**config.mk**
```make
export PLATFORM = sky130hd
export DESIGN_NAME = ssd_msg_scroller_flat
export DESIGN_NICKNAME = d
export VERILOG_FILES = /design/src/rtl/ssd_pkg.sv /design/src/rtl/ssd_msg_scroller_if.sv /design/src/rtl/ssd_tick_div.sv /design/src/rtl/ssd_msg_scroller.sv /design/src/flat_wrapper.sv
export SDC_FILE = /design/constraint.sdc
export NUM_CORES = 1
export LEC_CHECK = 0
export CAP_MARGIN = 25
export CORE_ASPECT_RATIO = 0.5
export CORE_UTILIZATION = 55
export DETAILED_ROUTE_END_ITERATION = 7
export PLACE_DENSITY = 0.75
export REMOVE_ABC_BUFFERS = 1
export SYNTH_ARGS = -nofsm -noshare
export SYNTH_HDL_FRONTEND = slang
export SYNTH_SLANG_ARGS = --single-unit
export TNS_END_PERCENT = 10
```
**constraint.sdc**
```tcl
create_clock -name clk -period 4.31 [get_ports clk]
set_clock_uncertainty 0.15 [all_clocks]
set_input_delay 0.431 -clock clk [delete_from_list [all_inputs] [get_ports clk]]
set_output_delay 0.431 -clock clk [all_outputs]
set_load 0.03 [all_outputs]
```
**src/rtl/ssd_pkg.sv**
```systemverilog
`default_nettype none
// ============================================================
// Package : ssd_pkg
// Brief   : shared types and helpers for the seven-segment message scroller
// Rev     : 1.0
// ============================================================
package ssd_pkg;

    typedef logic [3:0] char_code_t;

    typedef enum logic [1:0] {
        IDLE  = 2'd0,
        RUN   = 2'd1,
        PAUSE = 2'd2
    } state_t;

    localparam char_code_t c_blank_code = 4'hF;

    // (base + off) mod len, valid while base < len and off < len
    function automatic logic [3:0] wrap_add(input logic [3:0] base,
                                            input logic [3:0] off,
                                            input logic [4:0] len);
        logic [4:0] s;
        s = {1'b0, base} + {1'b0, off};
        if (s >= len) s = s - len;
        return s[3:0];
    endfunction

endpackage
`default_nettype wire

```
**src/rtl/ssd_msg_scroller_if.sv**
```systemverilog
`default_nettype none
// ============================================================
// Interface : ssd_msg_scroller_if
// Brief     : control, buffer-write and digit-code bundle of the scroller
// Rev       : 1.0
// ============================================================
interface ssd_msg_scroller_if;
    import ssd_pkg::*;

    logic       wr_en;
    logic [3:0] wr_addr;
    char_code_t wr_data;
    logic       start;
    logic       stop;
    logic       pause;
    logic       dir;
    char_code_t hex3_code;
    char_code_t hex2_code;
    char_code_t hex1_code;
    char_code_t hex0_code;
    logic [3:0] pos;
    logic       busy;
    logic       step_pulse;

    modport master (
        output wr_en, wr_addr, wr_data, start, stop, pause, dir,
        input  hex3_code, hex2_code, hex1_code, hex0_code, pos, busy, step_pulse
    );

    modport slave (
        input  wr_en, wr_addr, wr_data, start, stop, pause, dir,
        output hex3_code, hex2_code, hex1_code, hex0_code, pos, busy, step_pulse
    );

endinterface
`default_nettype wire

```
**src/rtl/ssd_tick_div.sv**
```systemverilog
`default_nettype none
// ============================================================
// Module : ssd_tick_div
// Brief  : enabled/clearable divider, one-cycle tick every TICK_DIV enabled cycles
// Rev    : 1.0
// ============================================================
module ssd_tick_div #(
    parameter int TICK_DIV = 50000000
) (
    input  wire logic clk,
    input  wire logic reset,
    input  wire logic i_en,
    input  wire logic i_clr,
    output logic      o_tick
);

    localparam int                c_cnt_w = $clog2(TICK_DIV);
    localparam logic [c_cnt_w-1:0] c_last = c_cnt_w'(TICK_DIV - 1);

    logic [c_cnt_w-1:0] r_cnt;

    // Combinational so the owner can update its state on the wrapping edge
    assign o_tick = i_en && (r_cnt == c_last);

    always_ff @(posedge clk) begin
        if (reset || i_clr) begin
            r_cnt <= '0;
        end else if (i_en) begin
            r_cnt <= o_tick ? '0 : r_cnt + 1'b1;
        end
    end

endmodule
`default_nettype wire

```
**src/rtl/ssd_msg_scroller.sv**
```systemverilog
`default_nettype none
// ============================================================
// Module : ssd_msg_scroller
// Brief  : scrolls a 4-digit window over a writable message buffer;
//          SSD_SCROLL_BOUNCE_EN selects ping-pong instead of wrap-around
// Rev    : 1.0
// ============================================================
module ssd_msg_scroller
    import ssd_pkg::*;
#(
    parameter int         MSG_LEN    = 8,
    parameter int         TICK_DIV   = 50000000,
    parameter char_code_t BLANK_CODE = c_blank_code
) (
    input wire logic          clk,
    input wire logic          reset,
    ssd_msg_scroller_if.slave bus
);

    localparam logic [4:0] c_len      = 5'(MSG_LEN);
    localparam logic [3:0] c_last_pos = 4'(MSG_LEN - 1);

    state_t     r_state;
    logic [3:0] r_pos;
    logic       r_busy;
    logic       r_step;
    // Sized to the full 4-bit address space; entries >= MSG_LEN are never written
    char_code_t r_msg [16];
    char_code_t r_hex [4];

    logic       w_cmd;
    logic       w_en;
    logic       w_tick;
    logic [3:0] w_pos_nxt;

    assign w_cmd = bus.stop | bus.start;
    // Releasing pause counts on the same edge that returns PAUSE to RUN
    assign w_en  = (r_state != IDLE) && !bus.pause && !w_cmd;

    ssd_tick_div #(.TICK_DIV(TICK_DIV)) u_tick_div (
        .clk    (clk),
        .reset  (reset),
        .i_en   (w_en),
        .i_clr  (w_cmd),
        .o_tick (w_tick)
    );

`ifdef SSD_SCROLL_BOUNCE_EN
    localparam logic [3:0] c_turn_pos = 4'(MSG_LEN - 4);

    logic r_bdir;
    logic w_turn;

    always_comb begin
        w_turn    = r_bdir ? (r_pos == 4'd0) : (r_pos == c_turn_pos);
        w_pos_nxt = (r_bdir ^ w_turn) ? r_pos - 4'd1 : r_pos + 4'd1;
    end
`else
    always_comb begin
        if (bus.dir) w_pos_nxt = (r_pos == 4'd0) ? c_last_pos : r_pos - 4'd1;
        else         w_pos_nxt = (r_pos == c_last_pos) ? 4'd0 : r_pos + 4'd1;
    end
`endif

    always_ff @(posedge clk) begin
        if (reset) begin
            r_state <= IDLE;
            r_pos   <= 4'd0;
            r_busy  <= 1'b0;
            r_step  <= 1'b0;
`ifdef SSD_SCROLL_BOUNCE_EN
            r_bdir  <= 1'b0;
`endif
        end else begin
            r_step <= 1'b0;
            if (bus.stop) begin
                r_state <= IDLE;
                r_pos   <= 4'd0;
                r_busy  <= 1'b0;
`ifdef SSD_SCROLL_BOUNCE_EN
                r_bdir  <= 1'b0;
`endif
            end else if (bus.start) begin
                r_state <= RUN;
                r_pos   <= 4'd0;
                r_busy  <= 1'b1;
`ifdef SSD_SCROLL_BOUNCE_EN
                r_bdir  <= 1'b0;
`endif
            end else if (r_state != IDLE) begin
                if (bus.pause) begin
                    r_state <= PAUSE;
                end else begin
                    r_state <= RUN;
                    if (w_tick) begin
                        r_step <= 1'b1;
                        r_pos  <= w_pos_nxt;
`ifdef SSD_SCROLL_BOUNCE_EN
                        r_bdir <= r_bdir ^ w_turn;
`endif
                    end
                end
            end
        end
    end

    // Window registers read the current pos/buffer, so any change shows one cycle later
    always_ff @(posedge clk) begin
        if (reset) begin
            for (int i = 0; i < 16; i++) r_msg[i] <= BLANK_CODE;
            for (int k = 0; k < 4; k++)  r_hex[k] <= BLANK_CODE;
        end else begin
            for (int k = 0; k < 4; k++) begin
                r_hex[k] <= r_msg[wrap_add(r_pos, 4'(k), c_len)];
            end
            if (bus.wr_en && ({1'b0, bus.wr_addr} < c_len)) begin
                r_msg[bus.wr_addr] <= bus.wr_data;
            end
        end
    end

    assign bus.hex3_code  = r_hex[0];
    assign bus.hex2_code  = r_hex[1];
    assign bus.hex1_code  = r_hex[2];
    assign bus.hex0_code  = r_hex[3];
    assign bus.pos        = r_pos;
    assign bus.busy       = r_busy;
    assign bus.step_pulse = r_step;

endmodule
`default_nettype wire

```
**src/flat_wrapper.sv**
```systemverilog
// flat-port wrapper written by rule: the top's interface ports become plain ports
module ssd_msg_scroller_flat import ssd_pkg::*;
#(
    parameter int         MSG_LEN    = 8,
    parameter int         TICK_DIV   = 50000000,
    parameter char_code_t BLANK_CODE = c_blank_code
)
  (clk, reset, bus_wr_en, bus_wr_addr, bus_wr_data, bus_start, bus_stop, bus_pause, bus_dir, bus_hex3_code, bus_hex2_code, bus_hex1_code, bus_hex0_code, bus_pos, bus_busy, bus_step_pulse);
  ssd_msg_scroller_if bus_i ();
  input wire logic clk;
  input wire logic reset;
  input wire logic [$bits(bus_i.wr_en)-1:0] bus_wr_en;
  input wire logic [$bits(bus_i.wr_addr)-1:0] bus_wr_addr;
  input wire logic [$bits(bus_i.wr_data)-1:0] bus_wr_data;
  input wire logic [$bits(bus_i.start)-1:0] bus_start;
  input wire logic [$bits(bus_i.stop)-1:0] bus_stop;
  input wire logic [$bits(bus_i.pause)-1:0] bus_pause;
  input wire logic [$bits(bus_i.dir)-1:0] bus_dir;
  output wire logic [$bits(bus_i.hex3_code)-1:0] bus_hex3_code;
  output wire logic [$bits(bus_i.hex2_code)-1:0] bus_hex2_code;
  output wire logic [$bits(bus_i.hex1_code)-1:0] bus_hex1_code;
  output wire logic [$bits(bus_i.hex0_code)-1:0] bus_hex0_code;
  output wire logic [$bits(bus_i.pos)-1:0] bus_pos;
  output wire logic [$bits(bus_i.busy)-1:0] bus_busy;
  output wire logic [$bits(bus_i.step_pulse)-1:0] bus_step_pulse;
  assign bus_i.wr_en = bus_wr_en;
  assign bus_i.wr_addr = bus_wr_addr;
  assign bus_i.wr_data = bus_wr_data;
  assign bus_i.start = bus_start;
  assign bus_i.stop = bus_stop;
  assign bus_i.pause = bus_pause;
  assign bus_i.dir = bus_dir;
  assign bus_hex3_code = bus_i.hex3_code;
  assign bus_hex2_code = bus_i.hex2_code;
  assign bus_hex1_code = bus_i.hex1_code;
  assign bus_hex0_code = bus_i.hex0_code;
  assign bus_pos = bus_i.pos;
  assign bus_busy = bus_i.busy;
  assign bus_step_pulse = bus_i.step_pulse;
  ssd_msg_scroller #(.MSG_LEN(MSG_LEN), .TICK_DIV(TICK_DIV), .BLANK_CODE(BLANK_CODE)) u_core (.clk(clk), .reset(reset), .bus(bus_i));
endmodule
```
==> summary.md, run 1 <==
| Metric | Value |
|---|---|
| CTS clock-pin slew for the worst setup and hold paths | 0.07 ns |
| Min Clock Period, post-route | 3.12 ns |
| Combined area of all synthesized cells | 5480 um^2 |
| Crit. End Element | flip-flop |
| Setup Fix Bufs, Post-CTS | 0 |
| M1 wire length | 5.02 mm |
| Sequential cell area | 2680 um^2 |
| Via density per instance | 5.78 |
| Total via count after detailed routing | 3742 |
| Crit path max fanout | 15 |
| First-pass iteration count of the detailed router | 5 |
| Clock net sink count | 106 |
| Vias in the first global route | 3592 |
| Ordered cell list for the critical path | clkinv_1 -> ha_1 -> mux4_2 -> a21oi_1 -> o21ai_0 |
| Reported max-cap violation count | 0 |
| Highest routed metal layer | met4 |
| Slew Viols, Final | 0 |
| Unrepaired setup endpoints after global routing | false |
| Period Utilization, post-route | 72.4% |
| Data required time of the critical path | 4.38 ns |
| Post-cts gate resize count | 0 |
| PD cells | 328 nW/um^2 |
| Synthesized area per cell | 11.9 um^2 |
| Number of nets still failing antenna checks after routing | 0 |
| Global route overflow | 0 |
| Total area of multi-input combinational cells | 2720 um^2 |
| TritonCTS clock tree | done |
| Overall fraction of global-route tracks in use | 24.8% |
| Max H-tree Level | 3 |
| Initial antenna violation count | 0 |
| Layout Cells excl Fill | 647 |
| Global-route wire length before repair | 18.9 mm |
| CP startpoint kind | flip-flop |
| Met2 wire length | 5.36 mm |
| Floorplan core area | 9540 um^2 |
| Height of the die | 72.6 um |
| Initial DRC count | 473 |
| Warning count from the yosys run | 0 |
| Routed wire length | 11.5 mm |
| Number of standard cells after synthesis | 462 |
| Run status | finished clean |
| Synth async-reset ratio | 0% |
| Die extent in x | 143 um |
| Cell total after placement | 631 |
| Number of I/O pins | 37 |
| Transition time at the pin with the least slew margin | 0.935 ns |
| Number of nets at the end of the flow | 529 |
| Placer Congestion | 0.811 |
| Area added between synthesis and finish | 14.4% |
| Hold buffer count at cts | 0 |
| Number of diodes added for antenna fixing | 0 |
| Worst-case vdd ir drop | 0.000211 V |
| Cell at the slowest stage of the critical path | ha_1 |
| Rows | 25 |
| EDFF count, synth | 56 |
| Classification of the worst setup path | flip-flop to flip-flop |
| Flip-flop and latch count after synthesis | 106 |
| Tightest slew margin relative to the limit | 37.2% |
| Worst-skew pair later-pin latency | 0.34 ns |
| Number of DRC violations after detailed routing | 0 |
| Wire length on met3 | 870 um |
| Signal arrival time at the worst endpoint | 3.20 ns |
| Number of filler instances in the final layout | 722 |
| Routed wirelength normalized by instance count | 17.7 um |
| Fmax | 320 MHz |
| Hold Path Depth | 2 |
| Clock root buffer | clkbuf_16 |
| I/O Buffers | 36 |
| Path depth of the worst reg2reg path | 5 |
| Largest incremental delay on the critical path | 0.89 ns |
| Number of buffers created by CTS | 9 |
| Final Hold Vio Count | 0 |
| Hold Crit Class | flip-flop to flip-flop |
| Number of unique standard cell types used by synthesis | 49 |
| Area of the die | 10400 um^2 |
| Commonest register cell after synthesis | edfxtp_1 |
| Setup tns final | 0 ns |
| Largest net degree at the start of global routing | 33 |
| Share of cells above drive strength 1 | 18.2% |
| Maximum buffer depth of the clock tree | 2 |
| Detailed placer's ending HPWL | 7.77 mm |
| Leakage power summed over all cells | 2.05 nW |
| Sequential fraction of the synthesis area | 49.0% |
| Number of setup violations in the final report | 0 |
| Initial standard-cell utilization of the core | 57.4% |
| Post-synthesis cell type with the largest combined area | edfxtp_1 |
| Area share of the largest cell type after synthesis | 30.7% |
| Area contributors post-synth | edfxtp_1, dfxtp_1, mux4_2, or2_2, xnor2_1 |
-- power by group --
group	total, W	internal, W	switching, W	leakage [nW]
clock	0.000766	0.000395	0.000371	0.130
combinational	0.000143	0.0000716	0.0000714	0.951
sequential	0.00115	0.00111	0.0000361	0.965
total	0.00205	0.00158	0.000478	2.05
-- placed cells by master (no fill, tap or decap), types with 2 or more instances in the layout --
| cell | netlist | final |
|---|---|---|
| inv_1 | 6 | 6 |
| clkinvlp_4 | 0 | 2 |
| and3_1 | 5 | 5 |
| nand3_1 | 17 | 17 |
| nor3_1 | 15 | 15 |
| mux2i_1 | 15 | 15 |
| xor2_1 | 7 | 7 |
| edfxtp_1 | 56 | 56 |
| ha_1 | 7 | 7 |
| or4_1 | 2 | 2 |
| nor4_1 | 4 | 4 |
| and2_1 | 2 | 2 |
| nand3b_1 | 5 | 5 |
| nand2b_1 | 16 | 16 |
| nand2_1 | 31 | 31 |
| nor2_1 | 41 | 41 |
| clkbuf_16 | 0 | 9 |
| a21oi_1 | 22 | 22 |
| and4_1 | 2 | 2 |
| dfxtp_1 | 50 | 49 |
| nand4_1 | 6 | 6 |
| mux4_2 | 40 | 40 |
| conb_1 | 1 | 24 |
| o21ai_0 | 10 | 10 |
| or3_1 | 4 | 4 |
| or2_2 | 26 | 26 |
| nor4b_1 | 3 | 3 |
| buf_4 | 2 | 4 |
| clkinv_4 | 0 | 3 |
| a211oi_1 | 2 | 2 |
| xnor2_1 | 18 | 18 |
| clkinv_1 | 2 | 3 |
| clkdlybuf4s50_1 | 0 | 35 |
| nor2b_1 | 3 | 3 |
-- cell families (layout without fill, tap and decap cells) --
| group | count (synthesis) | in the layout | share of synthesized area, % |
|---|---|---|---|
| flip-flops | 106 | 106 | 49.0 |
| other | 1 | 24 | 0.0685 |
| buffers and inverters | 37 | 64 | 2.92 |
| AND/OR/NAND/NOR | 188 | 188 | 18.6 |
| multiplexers | 56 | 56 | 19.4 |
| AO/OA/AOI/OAI | 42 | 42 | 4.43 |
| adder cells (fa/ha/maj) | 7 | 7 | 1.60 |
| XOR/XNOR | 25 | 25 | 4.00 |
-- flip-flops by register name, indices dropped and copies added, names as in the netlist --
name / flops
u_core.bus.busy: 1
u_core.bus.pos: 4
u_core.r_hex: 16
u_core.r_msg: 56
u_core.r_state: 2
u_core.u_tick_div.r_cnt: 26
u_core.bus.step_pulse: 1
-- metal layers --
metal | global-route usage [%] | vias to the layer above
met5 | 0 | -
met4 | 9.20 | 0
met2 | 38.6 | 144
li1 | - | 1771
met3 | 6.14 | 20
met1 | 34.1 | 1807
-- synthesized netlist by cell type (6+ instances only) --
cell	number
clkbuf_1	20
nand2_1	31
nand4_1	6
nor2_1	41
nand2b_1	16
o21ai_0	10
ha_1	7
mux2i_1	15
dfxtp_1	50
inv_1	6
nor3_1	15
or2_2	26
xnor2_1	18
xor2_1	7
mux4_2	40
a21oi_1	22
nand3_1	17
edfxtp_1	56
-- worst max-delay path: cells and delay by family (launching register included) --
family	cells	cell delay, ns
muxes	1	0.59
DFF	1	0.69
adders and majority gates	1	0.89
buffers and inverters	1	0.43
AOI/OAI and AO/OA	2	0.25
-- path summary, 6_finish.rpt --
path                            slack, ns                  startpoint                    endpoint
worst min-delay path                 0.33  u_core.u_tick_div.r_cnt[1]  u_core.u_tick_div.r_cnt[1]
worst max register to register       1.19           u_core.bus.pos[2]          u_core.r_hex[2][0]
worst max-delay path                 1.19           u_core.bus.pos[2]          u_core.r_hex[2][0]
worst min register to register       0.33  u_core.u_tick_div.r_cnt[1]  u_core.u_tick_div.r_cnt[1]
-- per-stage QoR --
stage / setup slack [ns] / utilization, % / power (W) / area, um^2 / hold slack (ns)
after floorplan: 0.0154 / - / 0.00123 / 5430 / 0.298
after global placement: 1.26 / 62.8 / 0.00130 / 5990 / 0.309
after detailed placement: 1.21 / 62.8 / 0.00131 / 5990 / 0.319
after CTS: 1.19 / 65.7 / 0.00207 / 6270 / 0.329
after global routing: 0.997 / 65.7 / 0.00213 / 6270 / 0.357
final: 1.19 / 65.7 / 0.00205 / 6270 / 0.334
-- final cells by class --
cell class              count  share of cell area [%]
multi-input cells         342                    43.4
flip-flops and latches    106                    42.8
repair buffers             40                    6.15
clock buffers               9                    3.59
well taps                 135                    2.70
clock inverters             7                   0.858
inverters                   8                   0.479
Power figures use the tool's default switching activity.
==> inputs of run 2 (changes only) <==
Settings changed: CORE_UTILIZATION 55 to 53, PLACE_DENSITY 0.75 to 0.76.
Clock period 4.31 ns to 2.87 ns, I/O delays scaled along.
==> run 2 against run 1 <==
Core utilization fell by 0.46 points. Flip-flop and latch count unchanged. Fmax increased by 32%. Largest cell class unchanged. Worst setup slack got worse by 0.69 ns. Worst hold slack got worse by 0.14 ns. Global-route usage fell by 1.9 points. Clock power rose by 58%. Sequential share of layout area fell by 0.53 points. First-iteration DRC count is 39% lower. Combinational power rose by 52%. Highest routed layer unchanged. Cell area up 1.3%.
==> summary.md, run 2 (synthesized netlist as in run 1, its figures left out) <==
| Metric | Value |
|---|---|
| Run status | finished clean (unchanged) |
| Data required time of the critical path | 2.95 ns (was 4.38 ns) |
| Placer Congestion | 0.863 (was 0.811) |
| Vias in the first global route | 3537 (was 3592) |
| Path depth of the worst reg2reg path | 5 (unchanged) |
| Hold buffer count at cts | 0 (unchanged) |
| Total via count after detailed routing | 3753 (was 3742) |
| Number of nets still failing antenna checks after routing | 0 (unchanged) |
| Routed wirelength normalized by instance count | 17.3 um (was 17.7 um) |
| Hold Crit Class | primary input to flip-flop (was flip-flop to flip-flop) |
| Slew Viols, Final | 0 (unchanged) |
| Final Hold Vio Count | 0 (unchanged) |
| Area added between synthesis and finish | 15.9% (was 14.4%) |
| Number of DRC violations after detailed routing | 0 (unchanged) |
| Largest net degree at the start of global routing | 39 (was 33) |
| Number of nets at the end of the flow | 538 (was 529) |
| Rows | 25 (unchanged) |
| Max H-tree Level | 3 (unchanged) |
| Worst-case vdd ir drop | 0.000286 V (was 0.000211 V) |
| Number of buffers created by CTS | 9 (unchanged) |
| Classification of the worst setup path | flip-flop to flip-flop (unchanged) |
| Leakage power summed over all cells | 2.10 nW (was 2.05 nW) |
| Unrepaired setup endpoints after global routing | false (unchanged) |
| Initial DRC count | 287 (was 473) |
| Number of I/O pins | 37 (unchanged) |
| Area of the die | 10800 um^2 (was 10400 um^2) |
| Global route overflow | 0 (unchanged) |
| Sequential cell area | 2680 um^2 (unchanged) |
| PD cells | 495 nW/um^2 (was 328 nW/um^2) |
| Crit path max fanout | 11 (was 15) |
| Reported max-cap violation count | 0 (unchanged) |
| Post-cts gate resize count | 0 (unchanged) |
| Die extent in x | 146 um (was 143 um) |
| Number of flip-flops in the largest register | 56 (unchanged) |
| Worst-skew pair later-pin latency | 0.35 ns (was 0.34 ns) |
| Number of setup violations in the final report | 0 (unchanged) |
| Signal arrival time at the worst endpoint | 2.45 ns (was 3.20 ns) |
| CTS clock-pin slew for the worst setup and hold paths | 0.08 ns (was 0.07 ns) |
| Initial standard-cell utilization of the core | 56.3% (was 57.4%) |
| Global-route wire length before repair | 18.2 mm (was 18.9 mm) |
| Overall fraction of global-route tracks in use | 22.9% (was 24.8%) |
| Cell Area, Placed | 6060 um^2 (was 5990 um^2) |
| Tightest slew margin relative to the limit | 49.0% (was 37.2%) |
| CP startpoint kind | flip-flop (unchanged) |
| Post-route cell area | 6350 um^2 (was 6270 um^2) |
| Biggest regs | u_core.r_msg: 56 flops, u_core.u_tick_div.r_cnt: 26 flops, u_core.r_hex: 16 flops (unchanged) |
| Total power after layout | 0.00314 W (was 0.00205 W) |
| Min Clock Period, post-route | 2.37 ns (was 3.12 ns) |
| Total area of multi-input combinational cells | 2720 um^2 (unchanged) |
| I/O Buffers | 36 (unchanged) |
| Floorplan core area | 9730 um^2 (was 9540 um^2) |
| Fin Hold WS | 0.190 ns (was 0.334 ns) |
| Fmax | 422 MHz (was 320 MHz) |
| Via density per instance | 5.72 (was 5.78) |
| Number of filler instances in the final layout | 761 (was 722) |
| Crit. End Element | flip-flop (unchanged) |
| Period Utilization, post-route | 82.5% (was 72.4%) |
| Transition time at the pin with the least slew margin | 0.759 ns (was 0.935 ns) |
| Number of diodes added for antenna fixing | 0 (unchanged) |
| Detailed placer's ending HPWL | 7.99 mm (was 7.77 mm) |
| Most common cell after layout, fill and taps aside | edfxtp_1 (unchanged) |
| Highest-count cells in the layout ignoring fill and taps | edfxtp_1, dfxtp_1, nor2_1 (unchanged) |
| Initial antenna violation count | 0 (unchanged) |
| Startpoint of the worst hold path | reset (was u_core.u_tick_div.r_cnt[1]) |
| Clock net sink count | 106 (unchanged) |
| TritonCTS clock tree | done (unchanged) |
| Hold Path Depth | 2 (unchanged) |
| Top reg by flops | u_core.r_msg (unchanged) |
| Maximum buffer depth of the clock tree | 2 (unchanged) |
| Share of cells above drive strength 1 | 19.8% (was 18.2%) |
| Height of the die | 73.9 um (was 72.6 um) |
| Setup Fix Bufs, Post-CTS | 0 (unchanged) |
| Routed wire length | 11.4 mm (was 11.5 mm) |
| Worst R2R Start | u_core.bus.pos[0] (was u_core.bus.pos[2]) |
| Clock root buffer | clkbuf_16 (unchanged) |
| Launch point of the worst path | u_core.bus.pos[0] (was u_core.bus.pos[2]) |
| First-pass iteration count of the detailed router | 5 (unchanged) |
[run 2: cell types whose count changed in the layout (fill, tap and decap cells not counted)]
cell,before,now
inv_6,1,3
clkinv_4,3,1
buf_4,4,13
clkinvlp_4,2,1
clkinv_1,3,2
inv_8,0,2
[run 2: per-layer routing]
layer / up-vias / global-route usage [%] / routed length [um]
met5: - / 0 / 0
met1: 1831 / 30.6 / 5110
met4: 0 / 6.90 / 100
met3: 10 / 6.15 / 656
met2: 122 / 37.1 / 5500
li1: 1790 / - / -
[run 2: layout make-up]
type	count	share of cell area, %
clock buffers	9	3.55
clock inverters	7	1.03
inverters	8	0.473
multi-input cells	342	42.9
flip-flops and latches	106	42.3
well taps	135	2.66
repair buffers	49	7.14
[run 2: power breakdown]
part	leakage, nW	internal [W]	switching, W
clock network	0.141	0.000612	0.000594
registers	0.965	0.00167	0.0000494
logic	0.996	0.000110	0.000109
total	2.10	0.00239	0.000752
[run 2: metrics by stage]
stage          setup slack, ns  setup TNS [ns]  std cells  utilization, %
3_3_place_gp             0.239               0        640            62.3
2_1_floorplan            -1.42          -10.32        456               -
3_5_place_dp             0.186               0        640            62.3
5_1_grt                  0.381               0        656            65.2
6_report                 0.502               0        656            65.2
4_1_cts                  0.485               0        656            65.2
[run 2: final timing paths]
check	endpoint	slack, ns
worst max-delay path	u_core.r_hex[3][3]	0.50
worst min-delay path	u_core.bus.busy	0.19
worst max register to register	u_core.r_hex[3][3]	0.50
worst min register to register	u_core.u_tick_div.r_cnt[1]	0.33
[run 2: worst max-delay path, cell delays in order (launching register included)]
cell and delay (ns):
dfxtp_2 0.48, inv_1 0.11, ha_1 0.41, mux4_2 0.54, mux2_2 0.28, o32a_1 0.29
